==> config.mk <==
export PLATFORM = sky130hd
export DESIGN_NAME = button_reader_flat
export DESIGN_NICKNAME = d
export VERILOG_FILES = /design/src/rtl/button_reader_if.sv /design/src/rtl/button_reader.sv /design/src/flat_wrapper.sv
export SDC_FILE = /design/constraint.sdc
export NUM_CORES = 1
export LEC_CHECK = 0
export BUFFER_PORTS_ARGS = -buffer_cell sky130_fd_sc_hd__buf_2
export CORE_AREA = 2 2 105 107
export CTS_CLUSTER_DIAMETER = 120
export DETAILED_ROUTE_END_ITERATION = 7
export DIE_AREA = 0 0 107 109
export PLACE_DENSITY = 0.7
export SKIP_LAST_GASP = 1
export SLEW_MARGIN = 40
export SYNTH_ARGS = -nofsm -noshare
export SYNTH_HDL_FRONTEND = slang
export SYNTH_SLANG_ARGS = --single-unit
==> constraint.sdc <==
create_clock -name CLK -period 3.5 [get_ports CLK]
set_input_delay 0.525 -clock CLK [delete_from_list [all_inputs] [get_ports CLK]]
set_output_delay 0.525 -clock CLK [all_outputs]
set_load 0.02 [all_outputs]
==> src/rtl/button_reader_if.sv <==
// Bundle of the user-input lines between board pins and control logic:
// raw buttons in, clean levels, edge pulses, press count and long-press out.
interface button_reader_if #(
  parameter int WIDTH = 8,
  parameter int CNT_W = 16
);
  logic [WIDTH-1:0] BTN;
  logic [WIDTH-1:0] DB;
  logic [WIDTH-1:0] RISE;
  logic [WIDTH-1:0] FALL;
  logic [CNT_W-1:0] PRESS_CNT;
  logic [WIDTH-1:0] LONG;

  modport master (output BTN, input DB, RISE, FALL, PRESS_CNT, LONG);
  modport slave  (input BTN, output DB, RISE, FALL, PRESS_CNT, LONG);
endinterface

==> src/rtl/button_reader.sv <==
// Synchronizes and debounces WIDTH button lines on a shared prescaled tick.
// Long-press detection is built only when BUTTON_READER_LONG_PRESS_EN is defined.
module button_reader #(
  parameter int WIDTH        = 8,
  parameter int TICK_DIV     = 1024,
  parameter int STABLE_TICKS = 4,
  parameter int CNT_W        = 16,
  parameter int LONG_TICKS   = 512
) (
  input  logic            CLK,
  input  logic            RST,
  button_reader_if.slave  bus
);

  localparam int DW = $clog2(TICK_DIV);
  localparam int SW = $clog2(STABLE_TICKS + 1);
  localparam logic [DW-1:0] DIV_LAST  = DW'(TICK_DIV - 1);
  localparam logic [DW-1:0] DIV_ONE   = DW'(1);
  localparam logic [SW-1:0] STAB_LAST = SW'(STABLE_TICKS);
  localparam logic [SW-1:0] STAB_ONE  = SW'(1);

  typedef enum logic {STABLE = 1'b0, CHANGING = 1'b1} state_e;

  if (TICK_DIV < 2 || STABLE_TICKS < 1 || LONG_TICKS < 1) begin : g_bad_params
    $error("button_reader: illegal parameter value");
  end

  function automatic logic [CNT_W-1:0] popcount(input logic [WIDTH-1:0] v);
    logic [CNT_W-1:0] n;
    n = {CNT_W{1'b0}};
    for (int i = 0; i < WIDTH; i++) begin
      n = n + CNT_W'(v[i]);
    end
    return n;
  endfunction

  logic [WIDTH-1:0] s1_r;
  logic [WIDTH-1:0] s2_r;
  logic [DW-1:0]    div_r;
  logic             tick_s;
  state_e           state_r [WIDTH];
  logic [SW-1:0]    stab_r  [WIDTH];
  logic [WIDTH-1:0] db_r;
  logic [WIDTH-1:0] rise_r;
  logic [WIDTH-1:0] fall_r;
  logic [CNT_W-1:0] cnt_r;
  logic [WIDTH-1:0] long_r;

  // Two-flop synchronizer for the asynchronous pins
  always_ff @(posedge CLK) begin
    if (!RST) begin
      s1_r <= {WIDTH{1'b0}};
      s2_r <= {WIDTH{1'b0}};
    end else begin
      s1_r <= bus.BTN;
      s2_r <= s1_r;
    end
  end

  // Free-running sample divider shared by every line
  always_ff @(posedge CLK) begin
    if (!RST) begin
      div_r <= {DW{1'b0}};
    end else if (div_r == DIV_LAST) begin
      div_r <= {DW{1'b0}};
    end else begin
      div_r <= div_r + DIV_ONE;
    end
  end

  assign tick_s = (div_r == DIV_LAST);

  // Per-line debounce FSM; the accepted level and its edge pulse update together
  always_ff @(posedge CLK) begin
    if (!RST) begin
      for (int i = 0; i < WIDTH; i++) begin
        state_r[i] <= STABLE;
        stab_r[i]  <= {SW{1'b0}};
      end
      db_r   <= {WIDTH{1'b0}};
      rise_r <= {WIDTH{1'b0}};
      fall_r <= {WIDTH{1'b0}};
    end else begin
      rise_r <= {WIDTH{1'b0}};
      fall_r <= {WIDTH{1'b0}};
      for (int i = 0; i < WIDTH; i++) begin
        if (tick_s) begin
          case (state_r[i])
            STABLE: begin
              if (s2_r[i] != db_r[i]) begin
                if (STAB_ONE == STAB_LAST) begin
                  db_r[i]   <= s2_r[i];
                  rise_r[i] <= s2_r[i];
                  fall_r[i] <= ~s2_r[i];
                  stab_r[i] <= {SW{1'b0}};
                end else begin
                  state_r[i] <= CHANGING;
                  stab_r[i]  <= STAB_ONE;
                end
              end else begin
                state_r[i] <= STABLE;
              end
            end
            CHANGING: begin
              if (s2_r[i] == db_r[i]) begin
                state_r[i] <= STABLE;
                stab_r[i]  <= {SW{1'b0}};
              end else if (stab_r[i] + STAB_ONE == STAB_LAST) begin
                db_r[i]    <= s2_r[i];
                rise_r[i]  <= s2_r[i];
                fall_r[i]  <= ~s2_r[i];
                stab_r[i]  <= {SW{1'b0}};
                state_r[i] <= STABLE;
              end else begin
                stab_r[i] <= stab_r[i] + STAB_ONE;
              end
            end
            default: begin
              state_r[i] <= STABLE;
              stab_r[i]  <= {SW{1'b0}};
            end
          endcase
        end else begin
          state_r[i] <= state_r[i];
        end
      end
    end
  end

  // Press counter lags RISE by one cycle and wraps freely
  always_ff @(posedge CLK) begin
    if (!RST) begin
      cnt_r <= {CNT_W{1'b0}};
    end else begin
      cnt_r <= cnt_r + popcount(rise_r);
    end
  end

`ifdef BUTTON_READER_LONG_PRESS_EN
  localparam int HW = $clog2(LONG_TICKS + 1);
  localparam logic [HW-1:0] HOLD_LAST = HW'(LONG_TICKS);
  localparam logic [HW-1:0] HOLD_ONE  = HW'(1);

  logic [HW-1:0] hold_r [WIDTH];

  // Hold counters saturate, so each press yields at most one LONG pulse
  always_ff @(posedge CLK) begin
    if (!RST) begin
      for (int i = 0; i < WIDTH; i++) begin
        hold_r[i] <= {HW{1'b0}};
      end
      long_r <= {WIDTH{1'b0}};
    end else begin
      long_r <= {WIDTH{1'b0}};
      for (int i = 0; i < WIDTH; i++) begin
        if (!db_r[i]) begin
          hold_r[i] <= {HW{1'b0}};
        end else if (tick_s && hold_r[i] != HOLD_LAST) begin
          hold_r[i] <= hold_r[i] + HOLD_ONE;
          long_r[i] <= (hold_r[i] + HOLD_ONE == HOLD_LAST);
        end else begin
          hold_r[i] <= hold_r[i];
        end
      end
    end
  end
`else
  // Long-press detection not built: output held low
  always_ff @(posedge CLK) begin
    if (!RST) begin
      long_r <= {WIDTH{1'b0}};
    end else begin
      long_r <= {WIDTH{1'b0}};
    end
  end
`endif

  assign bus.DB        = db_r;
  assign bus.RISE      = rise_r;
  assign bus.FALL      = fall_r;
  assign bus.PRESS_CNT = cnt_r;
  assign bus.LONG      = long_r;

endmodule

==> src/flat_wrapper.sv <==
// flat-port wrapper written by rule: the top's interface ports become plain ports
module button_reader_flat 
#(
  parameter int WIDTH        = 8,
  parameter int TICK_DIV     = 1024,
  parameter int STABLE_TICKS = 4,
  parameter int CNT_W        = 16,
  parameter int LONG_TICKS   = 512
)
  (CLK, RST, bus_BTN, bus_DB, bus_RISE, bus_FALL, bus_PRESS_CNT, bus_LONG);
  button_reader_if #(.WIDTH(WIDTH), .CNT_W(CNT_W)) bus_i ();
  input  logic CLK;
  input  logic RST;
  input wire logic [$bits(bus_i.BTN)-1:0] bus_BTN;
  output wire logic [$bits(bus_i.DB)-1:0] bus_DB;
  output wire logic [$bits(bus_i.RISE)-1:0] bus_RISE;
  output wire logic [$bits(bus_i.FALL)-1:0] bus_FALL;
  output wire logic [$bits(bus_i.PRESS_CNT)-1:0] bus_PRESS_CNT;
  output wire logic [$bits(bus_i.LONG)-1:0] bus_LONG;
  assign bus_i.BTN = bus_BTN;
  assign bus_DB = bus_i.DB;
  assign bus_RISE = bus_i.RISE;
  assign bus_FALL = bus_i.FALL;
  assign bus_PRESS_CNT = bus_i.PRESS_CNT;
  assign bus_LONG = bus_i.LONG;
  button_reader #(.WIDTH(WIDTH), .TICK_DIV(TICK_DIV), .STABLE_TICKS(STABLE_TICKS), .CNT_W(CNT_W), .LONG_TICKS(LONG_TICKS)) u_core (.CLK(CLK), .RST(RST), .bus(bus_i));
endmodule
# ---- After elaboration in Yosys (flattened, before gate mapping)
# Memories as Yosys holds them, arrays and structs flattened.
# Index checks and enable logic that the tools add are counted.
dict set report totals {
  register_bits 66
  latch_bits 0
  ram_bits 32
  rom_bits 0
  inputBits 10
  output_inout_bits 48
  elab_cells 487
  n_memories 2
}
dict set report op_classes {
  n_addsub 17
  multipliers 0
  div_mod_pow 0
  magnitude_cmp 0
  eq_ne 25
  shift 0
  n_mux 292
  n_bitwise 106
  n_reduce_logical 17
}
# memory words width rd rd_ports_with_merged_regs wr line
set mem_list {}
lappend mem_list {u_core.stab_r 8 3 8 0 8 button_reader.sv:42} ;# logic [SW-1:0] stab_r [WIDTH];
lappend mem_list {u_core.state_r 8 1 8 0 8 button_reader.sv:41} ;# state_e state_r [WIDTH];
# operator n
set op_table {}
lappend op_table {{2-to-1 mux 1 bit} 260}
lappend op_table {{adder 16 x 1 -> 16 bit} 6}
lappend op_table {{2-to-1 mux 3 bit} 32}
lappend op_table {{OR 1 bit} 72}
lappend op_table {{OR reduction 5 bit} 8}
lappend op_table {{inverter 1 bit} 34}
lappend op_table {{AND reduction 4 bit} 8}
lappend op_table {{adder 3 x 1 -> 3 bit (second input constant)} 8}
lappend op_table {{equality test 3 bit (second input constant)} 8}
lappend op_table {{adder 16 bit} 1}
lappend op_table {{adder 10 x 1 -> 10 bit (second input constant)} 1}
lappend op_table {{equality test 10 bit (second input constant)} 1}
lappend op_table {{equality test 1 bit} 8}
lappend op_table {{inequality test 1 bit} 8}
lappend op_table {{adder 1 x 1 -> 2 bit} 1}
lappend op_table {{OR reduction 2 bit} 1}

# ---- Logic depth before layout (Yosys ltp)
dict set report depth {
  ltp_word 11
  mapped_depth 12
  ltp_nobuf 12
}

# ---- Worst setup path before layout
# Ideal clock, no wire load.
dict set report synth_timing {
  kind {register to register}
  from {reg u_core.rise_r[1] (netlist: u_core.bus.RISE[1])}
  to {reg u_core.cnt_r[10] (netlist: u_core.bus.PRESS_CNT[10])}
  arrival_ps 3556
  required_time_ps 3368
  path_slack_ps -188
  path_stages_with_launch 13
  period_less_slack_ps 3688
  cell_sequence {dfxtp_1 -> ha_1 -> inv_1 -> fa_1 -> fa_1 -> fa_1 -> inv_1 -> ha_1 -> fa_1 -> a21o_1 -> a221oi_2 -> or3_2 -> a21oi_1}
}
dict set report synth_between {
  elab_chain_cells 8
}
# element line
set synth_rtl {}
lappend synth_rtl {{from (decl)} button_reader.sv:44} ;# logic [WIDTH-1:0] rise_r;
lappend synth_rtl {{from (signal assigned)} button_reader.sv:81} ;# rise_r <= {WIDTH{1'b0}};
lappend synth_rtl {{from (signal assigned)} button_reader.sv:84} ;# rise_r <= {WIDTH{1'b0}};
lappend synth_rtl {{from (signal, indexed assignment)} button_reader.sv:93} ;# rise_r[i] <= s2_r[i];
lappend synth_rtl {{adder 1 x 1 -> 2 bit} button_reader.sv:32} ;# n = n + CNT_W'(v[i]);
lappend synth_rtl {{adder 16 x 1 -> 16 bit (6 in series)} button_reader.sv:32}
lappend synth_rtl {{adder 16 bit} button_reader.sv:135} ;# cnt_r <= cnt_r + popcount(rise_r);
lappend synth_rtl {{to (signal assigned)} button_reader.sv:133} ;# cnt_r <= {CNT_W{1'b0}};
lappend synth_rtl {{to (signal assigned)} button_reader.sv:135}
lappend synth_rtl {{to (decl)} button_reader.sv:46} ;# logic [CNT_W-1:0] cnt_r;
# Every way passes these cells.
# A chain may end at the register's enable or synchronous reset.

# ---- Worst setup path after layout
dict set report layout_timing {
  from {reg u_core.rise_r[0] (netlist: u_core.bus.RISE[0])}
  to {reg u_core.cnt_r[6] (netlist: u_core.bus.PRESS_CNT[6])}
}
# Same word-level chain as after synthesis.

==> impl_results.md <==
- Leak: 2.17 nW
- Ant diodes: 0
- Worst-path fanout max: 9
- Via-to-Cell Ratio: between 5 and 6
- Clock slew at reported path FFs: 0.10 ns
- Synth cell count leaders: 66 x dfxtp_1, 44 x nor2_1, 32 x edfxtp_1
- Asr flop ratio synth: 0%
- WL final: 9450 µm
- Core ar.: between 10000 and 15000 µm²
- R2r setup slk: -0.05 ns
- Final Max Slew Viols: 0
- Most frequent cell after synthesis: dfxtp_1
- Congestion Overflow GR: 0
- CTS tree: done
- Worst skew pair latency: 0.36 ns
- H-tree levels: 3
- Cts hold-fix bufs: 0
- Final worst path period need: 3.55 ns
- Post-layout net count: between 500 and 600
- GR Util met3: under 10%
- Die footprint: approximately 12000 µm²
- Synthesis Warnings: 0
- Worst setup path class: register to register
- First-pass GRT wire length: 15500 µm
- Failing checks: setup timing
- Initial DRC Count: 199
- Final period utilization: 102%
- Post-synth EDFFs: 32
- Final antenna-violating net count: 0
- VDD IR max: 0.204 mV
- RSZ-0062 raised after global routing: yes
- Vias in the first global route: 3289
- Vias: 3456
- Die span in x: ~110 µm
- Max-cap violations: 0
- Synth Instances: 458
- GR Layer Usage met1: 21.2%
- Num ports: 58
- Row cnt: 38
- DP Worst Slack: -0.139 ns
- Cell Pwr Density: 381 nW/µm²
- Maximum clock path buffer count: 2
- CP Capture Type: register
- Clk sink count: 98
- Worst setup SP type: register
- Largest cells by area after synthesis: dfxtp_1 28%, edfxtp_1 21%, ha_1 7.8%, nor2_1 3.6%, xor2_1 3.4%
- Tightest Pin Transition: 0.729 ns
- Sequential share of the synthesized area: 49.1%
- Flops & latches, synth: 98
- Final setup viols: 5
- Synth-to-Final Area Change: 13.3%
- Largest net degree at the start of global routing: 36
- Drt wl/cell: 14.5 µm
- Global routing's busiest layer: met2
- Die Span Y: about 110 µm
- Critical Path RT: 3.75 ns
- Final Hold Fails: 0
- Synth Cell Area: 4640 µm²
- First-pass DRT Iterations: 4
- DP HPWL: 6660 µm
- Critical path arrival: 3.80 ns
- Area share of the leading cell type in the synthesized netlist: 28.4%
- Fin Setup TNS: -0.207 ns
- Status: finished, violations left
- Final Util: 49.6%
- DRC: 0
- Tot GR Track Use: 16.8%
- Initial antenna violation count: 0
- PortBufs: 49
- Post-synth top area cell: dfxtp_1
- Global placement routability congestion: ~0.8
- Cell variety after synth: 46
- Root buffer cell: clkbuf_8
- Slew HR: 51.4%
- Setup WS post-layout: -0.0530 ns
- Top FF cell, synth: dfxtp_1
- Worst min-delay path class: input pin to register
- Layout cells sized above 1: roughly 17%
- Worst Clk Skew: 0.0156 ns
- Fmax: 0.281 GHz
- Met2 Track Usage GR: 28.5%
- Initial Util: 43.8%
- Fillers: ~990
- Mean Syn Cell Area: just over 10 µm²
- CTS buffer count: 9
==> worst max-delay path, cell delays in order, from the launching register on <==
cell      delay [ns]
dfxtp_4         0.37
ha_4            0.26
inv_2           0.03
fa_1            0.48
fa_1            0.43
fa_1            0.50
inv_2           0.05
ha_4            0.15
fa_2            0.35
a21o_1          0.22
a221oi_4        0.23
buf_6           0.16
xor2_1          0.14
nor2_1          0.05
==> cell families after synthesis <==
kind of cell,count (synthesis),share of synthesized area (%)
AO/OA/AOI/OAI,78,10.5
XOR/XNOR,28,5.28
adder cells (fa/ha/maj),33,9.54
buffers and inverters,52,5.12
flip-flops,98,49.1
multiplexers,2,0.431
other,1,0.0807
AND/OR/NAND/NOR,166,20.0
==> cell type report <==
cell class	instances	area, µm²	share of cell area (%)
Clock inverter	4	25.0	0.476
Clock buffer	12	155	2.95
Inverter	27	101	1.93
Tap cell	140	175	3.33
Timing Repair Buffer	56	302	5.73
Sequential cell	98	2290	43.5
Multi-Input combinational cell	316	2210	42.1
==> final timing paths <==
path	start	end	cells past startpoint
hold / removal	bus_BTN[4]	u_core.s1_r[4]	2
hold reg to reg	u_core.s1_r[0]	u_core.s2_r[0]	1
setup / recovery	u_core.bus.RISE[0]	u_core.bus.PRESS_CNT[6]	13
setup reg to reg	u_core.bus.RISE[0]	u_core.bus.PRESS_CNT[6]	13
==> timing repair <==
item / CTS / global route
endpoints found under the hold margin: 0 / 0
buffers inserted: 1 / 0
gates resized for setup: 2 / 3
endpoints found under the setup margin: 7 / 11
pin swaps: 1 / 5
cloned: 0 / 1
==> layout by cell type (no fill, tap or decap), drive strengths merged, types with 3 or more instances in the layout <==
master / n
o211ai: 6
a21oi: 24
o21a: 4
xor2: 18
ha: 29
nand2: 21
edfxtp: 32
o21ai: 23
and4: 5
nor2: 44
nor3b: 6
xnor2: 10
and3: 14
clkbuf: 12
or3: 5
nor4: 6
and2: 20
o31ai: 6
inv: 29
nand3b: 3
nor2b: 3
buf: 56
a211oi: 5
or4: 6
dfxtp: 66
nand4: 6
fa: 4
nand3: 15
nor3: 3
conb: 8
nor4b: 8
o41ai: 6
==> through the flow <==
stage	hold WS (ns)	area, µm²	power, mW	cells
after floorplan	0.412	4720	1.33	465
after global placement	0.419	5050	1.34	635
after detailed placement	0.417	5050	1.35	635
after CTS	0.352	5240	2.02	652
after global routing	0.343	5260	2.09	653
final	0.363	5260	2.00	653
==> state kept, by name, indices dropped and copies added, names as in the netlist <==
signal / count
u_core.bus.PRESS_CNT: 16
u_core.s1_r: 8
u_core.state_r: 8
u_core.div_r: 10
u_core.bus.FALL: 8
u_core.stab_r: 24
u_core.bus.RISE: 8
u_core.bus.DB: 8
u_core.s2_r: 8
==> report_power, final <==
part	switching [mW]	internal, mW	leakage [nW]
logic	0.0646	0.0365	1.22
registers	0.0219	1.20	0.849
clock network	0.382	0.299	0.0971
total	0.468	1.54	2.17
==> per-layer routing <==
metal	vias to the layer above	routed length (µm)
met3	14	426
met2	85	4480
met4	0	119
met1	1649	4430
met5	-	0
li1	1708	-
(Power assumes the default switching activity.)
